**config.mk**
```make
export PLATFORM = sky130hd
export DESIGN_NAME = dmem_portb_arbiter
export DESIGN_NICKNAME = d
export VERILOG_FILES = /design/src/rtl/dmem_portb_arbiter.sv
export SDC_FILE = /design/constraint.sdc
export NUM_CORES = 1
export LEC_CHECK = 0
export ABC_AREA = 1
export ABC_CLOCK_PERIOD_IN_PS = 1900
export BUFFER_PORTS_ARGS = -buffer_cell sky130_fd_sc_hd__buf_4
export CORE_AREA = 2 2 516 518
export CTS_BUF_LIST = sky130_fd_sc_hd__clkbuf_8 sky130_fd_sc_hd__clkbuf_16
export DETAILED_ROUTE_END_ITERATION = 8
export DIE_AREA = 0 0 518 520
export PLACE_DENSITY_LB_ADDON = 0.25
export SKIP_CTS_REPAIR_TIMING = 1
export SLEW_MARGIN = 20
export SYNTH_ARGS = -nofsm -noshare
export SYNTH_HDL_FRONTEND = slang
export SYNTH_SLANG_ARGS = --single-unit
```
**constraint.sdc**
```tcl
create_clock -name clk -period 1.9 [get_ports clk]
set_input_delay 0.19 -clock clk [delete_from_list [all_inputs] [get_ports clk]]
set_output_delay 0.19 -clock clk [all_outputs]
set_load 0.05 [all_outputs]
```
**src/rtl/dmem_portb_arbiter.sv**
```systemverilog
// dmem_portb_arbiter: owns port B of the shared data memory, arbitrating CCD writes against ACC reads/writes.
// Define ARB_PERF_CNT_EN to build the per-requester stall counters; otherwise both read as zero.
module dmem_portb_arbiter #(
  parameter int ADDR_W        = 7,
  parameter int DATA_W        = 256,
  parameter int RD_LATENCY    = 2,
  parameter int CCD_BURST_MAX = 8,
  parameter int LOCK_TIMEOUT  = 64
) (
  input  logic              clk,
  input  logic              rst,
  input  logic              ccd_req,
  input  logic [ADDR_W-1:0] ccd_addr,
  input  logic [DATA_W-1:0] ccd_wrdata,
  output logic              ccd_gnt,
  input  logic              acc_req,
  input  logic              acc_wren,
  input  logic              acc_lock,
  input  logic [ADDR_W-1:0] acc_addr,
  input  logic [DATA_W-1:0] acc_wrdata,
  output logic              acc_gnt,
  output logic [DATA_W-1:0] acc_rdata,
  output logic              acc_rvalid,
  output logic              acc_lock_err,
  output logic [ADDR_W-1:0] ram_addr,
  output logic [DATA_W-1:0] ram_data,
  output logic              ram_wren,
  output logic              ram_rden,
  input  logic [DATA_W-1:0] ram_q,
  output logic [15:0]       ccd_stall_cnt,
  output logic [15:0]       acc_stall_cnt
);

  typedef enum logic [1:0] {
    ST_IDLE     = 2'd0,
    ST_CCD      = 2'd1,
    ST_ACC      = 2'd2,
    ST_ACC_LOCK = 2'd3
  } state_e;

  localparam int BURST_W = $clog2(CCD_BURST_MAX + 1);
  localparam int LOCK_W  = $clog2(LOCK_TIMEOUT + 1);
  localparam logic [BURST_W-1:0] BURST_MAX_C = BURST_W'(CCD_BURST_MAX);
  localparam logic [LOCK_W-1:0]  LOCK_LAST_C = LOCK_W'(LOCK_TIMEOUT - 1);

  state_e              state_q, state_d;
  logic [BURST_W-1:0]  burst_cnt_q, burst_cnt_d;
  logic [LOCK_W-1:0]   lock_cnt_q, lock_cnt_d;
  logic                lock_ign_q, lock_ign_d;
  logic [ADDR_W-1:0]   ram_addr_q, ram_addr_d;
  logic [DATA_W-1:0]   ram_data_q, ram_data_d;
  logic                ram_wren_q, ram_wren_d;
  logic                ram_rden_q, ram_rden_d;
  logic [RD_LATENCY:0] rd_pipe_q, rd_pipe_d;

  logic ccd_gnt_s, acc_gnt_s, lock_brk_s, starving_s, lock_eff_s;

  // Grant decision and next owner; the lock is broken in the cycle the contested count reaches the timeout.
  always_comb begin
    starving_s = (burst_cnt_q == BURST_MAX_C) && acc_req;
    lock_eff_s = acc_lock && !lock_ign_q;
    ccd_gnt_s  = 1'b0;
    acc_gnt_s  = 1'b0;
    lock_brk_s = 1'b0;
    state_d    = ST_IDLE;
    if (rst) begin
      state_d = ST_IDLE;
    end else begin
      case (state_q)
        ST_ACC_LOCK: begin
          if (ccd_req && (lock_cnt_q == LOCK_LAST_C)) begin
            lock_brk_s = 1'b1;
            state_d    = ST_IDLE;
          end else if (acc_req) begin
            acc_gnt_s = 1'b1;
            state_d   = lock_eff_s ? ST_ACC_LOCK : ST_ACC;
          end else if (lock_eff_s) begin
            state_d = ST_ACC_LOCK;
          end else begin
            state_d = ST_IDLE;
          end
        end
        ST_IDLE, ST_CCD, ST_ACC: begin
          if (ccd_req && !starving_s) begin
            ccd_gnt_s = 1'b1;
            state_d   = ST_CCD;
          end else if (acc_req) begin
            acc_gnt_s = 1'b1;
            state_d   = lock_eff_s ? ST_ACC_LOCK : ST_ACC;
          end else begin
            state_d = ST_IDLE;
          end
        end
        default: begin
          state_d = ST_IDLE;
        end
      endcase
    end
  end

  // Fairness/lock bookkeeping and the RAM issue stage contents for the next cycle.
  always_comb begin
    if ((state_q == ST_ACC_LOCK) && (state_d == ST_ACC_LOCK)) begin
      lock_cnt_d = ccd_req ? (lock_cnt_q + LOCK_W'(1)) : lock_cnt_q;
    end else begin
      lock_cnt_d = '0;
    end

    if (!acc_req || acc_gnt_s) begin
      burst_cnt_d = '0;
    end else if (ccd_gnt_s && (burst_cnt_q != BURST_MAX_C)) begin
      burst_cnt_d = burst_cnt_q + BURST_W'(1);
    end else begin
      burst_cnt_d = burst_cnt_q;
    end

    // After a forced break, acc_lock stays ignored until the accelerator drops its request once.
    if (lock_brk_s) begin
      lock_ign_d = 1'b1;
    end else if (!acc_req) begin
      lock_ign_d = 1'b0;
    end else begin
      lock_ign_d = lock_ign_q;
    end

    if (ccd_gnt_s) begin
      ram_addr_d = ccd_addr;
      ram_data_d = ccd_wrdata;
      ram_wren_d = 1'b1;
      ram_rden_d = 1'b0;
    end else if (acc_gnt_s) begin
      ram_addr_d = acc_addr;
      ram_data_d = acc_wrdata;
      ram_wren_d = acc_wren;
      ram_rden_d = !acc_wren;
    end else begin
      ram_addr_d = ram_addr_q;
      ram_data_d = ram_data_q;
      ram_wren_d = 1'b0;
      ram_rden_d = 1'b0;
    end

    rd_pipe_d = {rd_pipe_q[RD_LATENCY-1:0], acc_gnt_s && !acc_wren};
  end

  // State, counters, issue stage and read-return tracker.
  always_ff @(posedge clk) begin
    if (rst) begin
      state_q     <= ST_IDLE;
      burst_cnt_q <= '0;
      lock_cnt_q  <= '0;
      lock_ign_q  <= 1'b0;
      ram_addr_q  <= '0;
      ram_data_q  <= '0;
      ram_wren_q  <= 1'b0;
      ram_rden_q  <= 1'b0;
      rd_pipe_q   <= '0;
    end else begin
      state_q     <= state_d;
      burst_cnt_q <= burst_cnt_d;
      lock_cnt_q  <= lock_cnt_d;
      lock_ign_q  <= lock_ign_d;
      ram_addr_q  <= ram_addr_d;
      ram_data_q  <= ram_data_d;
      ram_wren_q  <= ram_wren_d;
      ram_rden_q  <= ram_rden_d;
      rd_pipe_q   <= rd_pipe_d;
    end
  end

  assign ccd_gnt      = ccd_gnt_s;
  assign acc_gnt      = acc_gnt_s;
  assign acc_lock_err = lock_brk_s;
  assign ram_addr     = ram_addr_q;
  assign ram_data     = ram_data_q;
  // An access whose issue cycle coincides with reset never reaches the RAM.
  assign ram_wren     = ram_wren_q && !rst;
  assign ram_rden     = ram_rden_q && !rst;
  assign acc_rvalid   = rd_pipe_q[RD_LATENCY];
  assign acc_rdata    = ram_q;

`ifdef ARB_PERF_CNT_EN
  logic [15:0] ccd_stall_q;
  logic [15:0] acc_stall_q;

  // Saturating stall counters: a cycle with a pending request that was not granted.
  always_ff @(posedge clk) begin
    if (rst) begin
      ccd_stall_q <= 16'h0000;
      acc_stall_q <= 16'h0000;
    end else begin
      if (ccd_req && !ccd_gnt_s && (ccd_stall_q != 16'hFFFF)) begin
        ccd_stall_q <= ccd_stall_q + 16'd1;
      end
      if (acc_req && !acc_gnt_s && (acc_stall_q != 16'hFFFF)) begin
        acc_stall_q <= acc_stall_q + 16'd1;
      end
    end
  end

  assign ccd_stall_cnt = ccd_stall_q;
  assign acc_stall_cnt = acc_stall_q;
`else
  assign ccd_stall_cnt = 16'h0000;
  assign acc_stall_cnt = 16'h0000;
`endif

endmodule
```
==> results of run 1 <==
[worst paths after layout]
path | start | endpoint | slack [ns] | cells after the start
setup / recovery | burst_cnt_q[0] | ccd_gnt | -0.24 | 9
hold / removal | ccd_wrdata[51] | ram_data[51] | -0.02 | 5
setup reg to reg | burst_cnt_q[0] | ram_data[41] | -0.23 | 13
hold reg to reg | rd_pipe_q[1] | rd_pipe_q[2] | 0.43 | 2
[synth_stat cells]
cell type and instances:
nand3_1 268, ha_1 3, buf_2 146, nor3_1 1
dfxtp_1 282, xnor2_1 3, buf_6 2, a21oi_1 270
conb_1 1, nand4_1 265, o21ai_0 2, nor2_2 2
inv_1 281, buf_4 304, nand2_1 814, clkbuf_1 88
buf_1 11, nor2_4 1, xor2_1 3, nand3_4 1
inv_2 1, nor3b_1 1, nor2_1 278, and3_1 1
nand4_4 1
[worst max-delay path, stage by stage (launching register included)]
cell      delay (ns)
dfxtp_2         0.33
inv_2           0.05
ha_4            0.15
nand4_1         0.09
buf_4           0.15
nand3_4         0.08
buf_12          0.15
buf_16          0.14
clkinv_4        0.04
buf_8           0.13
[report_power, final]
group / total, mW / leakage [nW] / switching [mW] / internal, mW
registers: 6.77 / 2.34 / 0.347 / 6.43
logic: 8.76 / 13.9 / 5.30 / 3.46
clock network: 8.48 / 0.721 / 3.55 / 4.93
total: 24.0 / 16.9 / 9.20 / 14.8
[per-layer routing]
layer	global-route usage	wire, um
met5	0.00158	80
met4	0.0471	7950
met3	0.0844	26500
met2	0.179	76800
met1	0.0969	52700
[stage by stage]
stage / setup slack [ns] / instances / area, um2
finish: -0.239 / 7669 / 36600
global placement: -0.287 / 7038 / 27800
floorplan: 0.0830 / 3061 / 18900
CTS: -0.863 / 7112 / 29200
detailed placement: -0.268 / 7038 / 27800
global route: -0.371 / 7664 / 36600
[area by class of cell]
| cell class | instances | share of cell area |
|---|---|---|
| antenna | 10 | 0.000684 |
| clock buffer | 55 | 0.0336 |
| clock inverter | 19 | 0.00510 |
| inverter | 282 | 0.0296 |
| multi-input combinational | 1946 | 0.260 |
| sequential | 282 | 0.154 |
| tap | 3533 | 0.121 |
| timing repair buffer | 1542 | 0.396 |
[logic make-up (layout without fill, tap and decap cells)]
family | after synthesis | in the layout | share of synthesized area
AO/OA/AOI/OAI | 272 | 272 | 0.0726
XOR/XNOR | 6 | 6 | 0.00280
adder cells (fa/ha/maj) | 3 | 3 | 0.00200
buffers and inverters | 833 | 1898 | 0.238
flip-flops | 282 | 282 | 0.301
other | 1 | 42 | 0.000200
AND/OR/NAND/NOR | 1633 | 1633 | 0.383
[sequential cells by signal, summed over array words and instances, names as in the netlist]
register,count
ram_data,256
lock_cnt_q,7
ram_addr,7
burst_cnt_q,4
rd_pipe_q,3
state_q,2
lock_ign_q,1
ram_rden_q,1
ram_wren_q,1
==> results.yml, run 1 <==
run_status:
  status: "finished, violations left"
  violations: "negative hold slack, negative setup slack"
pwr:
  totalPowerFinal_mw: 24.0
  power_density_nw_per_um2: 657
  p_leak_nw: 16.9
  irDropWorstVdd_mv: 0.538
drt:
  vias: 23900
  firstDrtPassIters: 8
  wl_um: 164000
  wl_per_cell_um: 21.4
  drt_drc_violations_left: 0
  viasPerCell: 3.12
  drtIter0Drc: 1018
  postRouteAntennaNets: 0
clocking:
  clkSinkCount: 282
  clock_latency_ns: 0.66
  numCtsBuffers: 42
  clkTransAtPathRegs_ns: 0.06
  h-tree-depth: 2
  cts_tree: "done"
  cts_root_buf: "clkbuf_16"
  clock_path_buffers: 3
timing:
  hold_viol_final: 7
  finalCritPeriodShare: 1.13
  worst_slack_ns: -0.239
  fmax_mhz: 468
  setup_violations: 245
  hold_slack_ns: -0.0222
  max-slew-margin-rel: 0.579
  fin_setup_tns_ns: -27.83
  tightest_slew_ns: 0.632
  layout_min_cycle_time_ns: 2.14
  grt_setup_unrepaired: "yes"
  drv_slew: 0
  clock_skew_ns: 0.0247
critical_path:
  worst-setup-path-type: "reg2out"
  critical_path.max_fanout: 7
  worst_setup_path_start_kind: "flip-flop"
  cp.required_ns: 1.71
  crit_path_end_kind: "output port"
  crit_arrival_ns: 1.95
placement:
  numPortBuffers: 800
  gp_congestion: 0.873
  place_hpwl_um: 130000
layout:
  n_fill_cell: 30600
  multiInputGateArea_um2: 9520
  finalNetCount: 4887
  synthToLayoutAreaGrowth_pct: 95.2
  seqCellArea_um2: 5650
  fin_util: 0.139
  mostFrequentLayoutCells: "939 x buf_4, 751 x nand2_1, 460 x dlygate4sd3_1"
  final_common_cell: "buf_4"
  drive_above_1_share: 0.326
yosys:
  postSynthCellCount: 3030
  synth_top_area_share: 0.301
  synth.area.top_cells: "dfxtp_1 30%, nand2_1 16%, buf_4 12%"
  syn-cell-area_um2: 18700
  ys_ff_latch: 282
  synth-seq-area-share: 0.301
  yosys.area.top_type: "dfxtp_1"
  synth.avg_cell_area_um2: 6.19
  yosys_warnings: 0
  synth_cell_type_count: 25
hold_path:
  holdCritPathClass: "in2reg"
global_route:
  track_usage: 0.108
  grt_pass1_wl_um: 198000
  antenna_found_initial: 28
  overflow: 0
  grt_max_degree: 70
  grt_pass1_vias: 21300
die:
  io_pins: 1345
  die_area_um2: 269000
  dieWidth_um: 518
  rows: 189
  start_util: 0.0710
  core_area_um2: 264000
  die_h_um: 520
run:
  maxCapViolCount: 0
Power figures use the tool's default switching activity.
==> inputs of run 2 (changes only) <==
--- a/config.mk
+++ b/config.mk
@@ -7,12 +7,13 @@
 export LEC_CHECK = 0
 export ABC_AREA = 1
 export ABC_CLOCK_PERIOD_IN_PS = 1900
-export BUFFER_PORTS_ARGS = -buffer_cell sky130_fd_sc_hd__buf_4
+export BUFFER_PORTS_ARGS = -buffer_cell sky130_fd_sc_hd__buf_2
 export CORE_AREA = 2 2 516 518
 export CTS_BUF_LIST = sky130_fd_sc_hd__clkbuf_8 sky130_fd_sc_hd__clkbuf_16
 export DETAILED_ROUTE_END_ITERATION = 8
 export DIE_AREA = 0 0 518 520
 export PLACE_DENSITY_LB_ADDON = 0.25
+export RECOVER_POWER = 50
 export SKIP_CTS_REPAIR_TIMING = 1
 export SLEW_MARGIN = 20
 export SYNTH_ARGS = -nofsm -noshare
==> results.yml, run 2 (synthesized netlist as in run 1, its figures left out) <==
layout:
  drive_above_1_share: 0.287
  layout.cells.non_filler: 7604
  n_fill_cell: 30900
  largest_reg_flops: 256
  synthToLayoutAreaGrowth_pct: 74.8
  multiInputGateArea_um2: 8980
  seqCellArea_um2: 5650
  mostFrequentLayoutCells: "796 x buf_2, 794 x nand2_1, 438 x dlygate4sd3_1"
  finalNetCount: 4817
  fin_area_um2: 32800
  final_common_cell: "buf_2"
pwr:
  pwr-share-clk: 0.380
  p_comb_frac: 0.330
  p_sw_mw: 9.06
  swShare: 0.391
  power_density_nw_per_um2: 708
  pwr-share-seq: 0.290
  p_leak_nw: 15.7
  irDropWorstVdd_mv: 0.600
  p_int_mw: 14.1
timing:
  grt_setup_unrepaired: "yes"
  hold_slack_ns: -0.000995
  finalCritPeriodShare: 1.13
  clock_skew_ns: 0.0175
  tightest_slew_ns: 0.541
  setup_violations: 220
  hold_viol_final: 1
  worst_slack_ns: -0.239
  max-slew-margin-rel: 0.642
  drv_slew: 0
  fmax_mhz: 467
  layout_min_cycle_time_ns: 2.14
global_route:
  grt_pass1_vias: 21300
  overflow: 0
  grt_pass1_wl_um: 195000
  track_usage: 0.107
  grt_max_degree: 68
  antenna_found_initial: 31
clocking:
  numCtsBuffers: 45
  clock_path_buffers: 3
  clock_latency_ns: 0.65
  cts_root_buf: "clkbuf_16"
  cts_tree: "done"
  h-tree-depth: 2
  clkTransAtPathRegs_ns: 0.06
  clkSinkCount: 282
drt:
  vias: 23700
  wl_um: 158000
  firstDrtPassIters: 5
  postRouteAntennaNets: 0
  drtIter0Drc: 1226
  viasPerCell: 3.12
  wl_per_cell_um: 20.8
  drt_drc_violations_left: 0
die:
  io_pins: 1345
  dieWidth_um: 518
  core_area_um2: 264000
  die_h_um: 520
  rows: 189
  die_area_um2: 269000
  start_util: 0.0710
placement:
  numPortBuffers: 800
  gp_congestion: 0.919
  dpl.cell_count: 7046
  place_hpwl_um: 129000
  placed_area_um2: 25900
critical_path:
  worst-setup-path-type: "reg2reg"
  critical_path.top_delay_family: "buffers and inverters"
  critical_path.max_fanout: 27
  max_stage_delay_ns: 0.33
  worst_setup_path_start_kind: "flip-flop"
  crit_chain: "inv_2 > ha_4 > nand4_1 > buf_6 > nand3_4 > buf_16 > buf_16 > nand2_1 > nand2_1 > a21oi_1 > nor2_1"
  cp_slowest_cell: "dfxtp_2"
  crit_path_end_kind: "flip-flop"
  crit_arrival_ns: 2.66
  crit_buf_inv: 4
  cp.required_ns: 2.43
run_status:
  status: "finished, violations left"
  violations: "negative hold slack, negative setup slack"
hold_path:
  holdCritPathClass: "in2reg"
run:
  maxCapViolCount: 0
[run 2: cell count changes in the layout (fill, tap and decap cells not counted), moves of 5 or more]
cell / change
buf_6: -11
buf_4: -794
buf_8: -6
clkbuf_16: -22
a21oi_4: -10
buf_16: -7
inv_1: +5
dlygate4sd3_1: -22
clkbuf_8: -5
nand2_2: -39
nand2_1: +43
buf_2: +796
a21oi_2: -70
a21oi_1: +80
[run 2: worst paths after layout]
path              slack (ns)  cells after the start             to       startpoint
hold reg to reg         0.40                      2   rd_pipe_q[1]     rd_pipe_q[0]
hold / removal        -0.001                      5  ram_data[212]  ccd_wrdata[212]
setup / recovery       -0.24                     11   ram_data[58]   burst_cnt_q[0]
setup reg to reg       -0.24                     11   ram_data[58]   burst_cnt_q[0]
[run 2: per-stage QoR]
stage / power (mW) / setup TNS, ns / utilization / setup WS, ns
detailed placement: 13.7 / -19.80 / 0.0982 / -0.309
finish: 23.2 / -18.70 / 0.124 / -0.239
CTS: 22.9 / -26.02 / 0.104 / -0.843
floorplan: 12.3 / 0 / - / 0.0830
global placement: 13.7 / -21.33 / 0.0982 / -0.363
global route: 24.6 / -47.75 / 0.124 / -0.340
[run 2: worst min-delay path, cell delays in order]
cell     delay [ns]
buf_2          0.09
nand4_1        0.11
nand2_1        0.08
a21oi_1        0.04
nor2_1         0.09
[run 2: layout make-up]
cell class                      instances  area share
Timing Repair Buffer                 1469       0.339
Multi-Input combinational cell       1946       0.274
Sequential cell                       282       0.172
Tap cell                             3533       0.135
Clock buffer                           55      0.0393
Inverter                              282      0.0328
Clock inverter                         26     0.00619
Antenna cell                           11    0.000840
[run 2: power by group through the flow]
stage	clock, mW	combinational, mW	sequential (mW)
global route	9.44	8.33	6.79
detailed placement	0	6.81	6.86
CTS	9.35	6.84	6.74
finish	8.82	7.66	6.72
global placement	0	6.83	6.85
floorplan	0	3.75	8.51
[run 2: metal layers]
metal / GRT usage / routed length (um) / part of all wire
met1: 0.0934 / 49600 / 0.31
met2: 0.178 / 73500 / 0.46
met3: 0.0877 / 27300 / 0.17
met4: 0.0470 / 7960 / 0.050
met5: 0.00316 / 156 / 0.00098
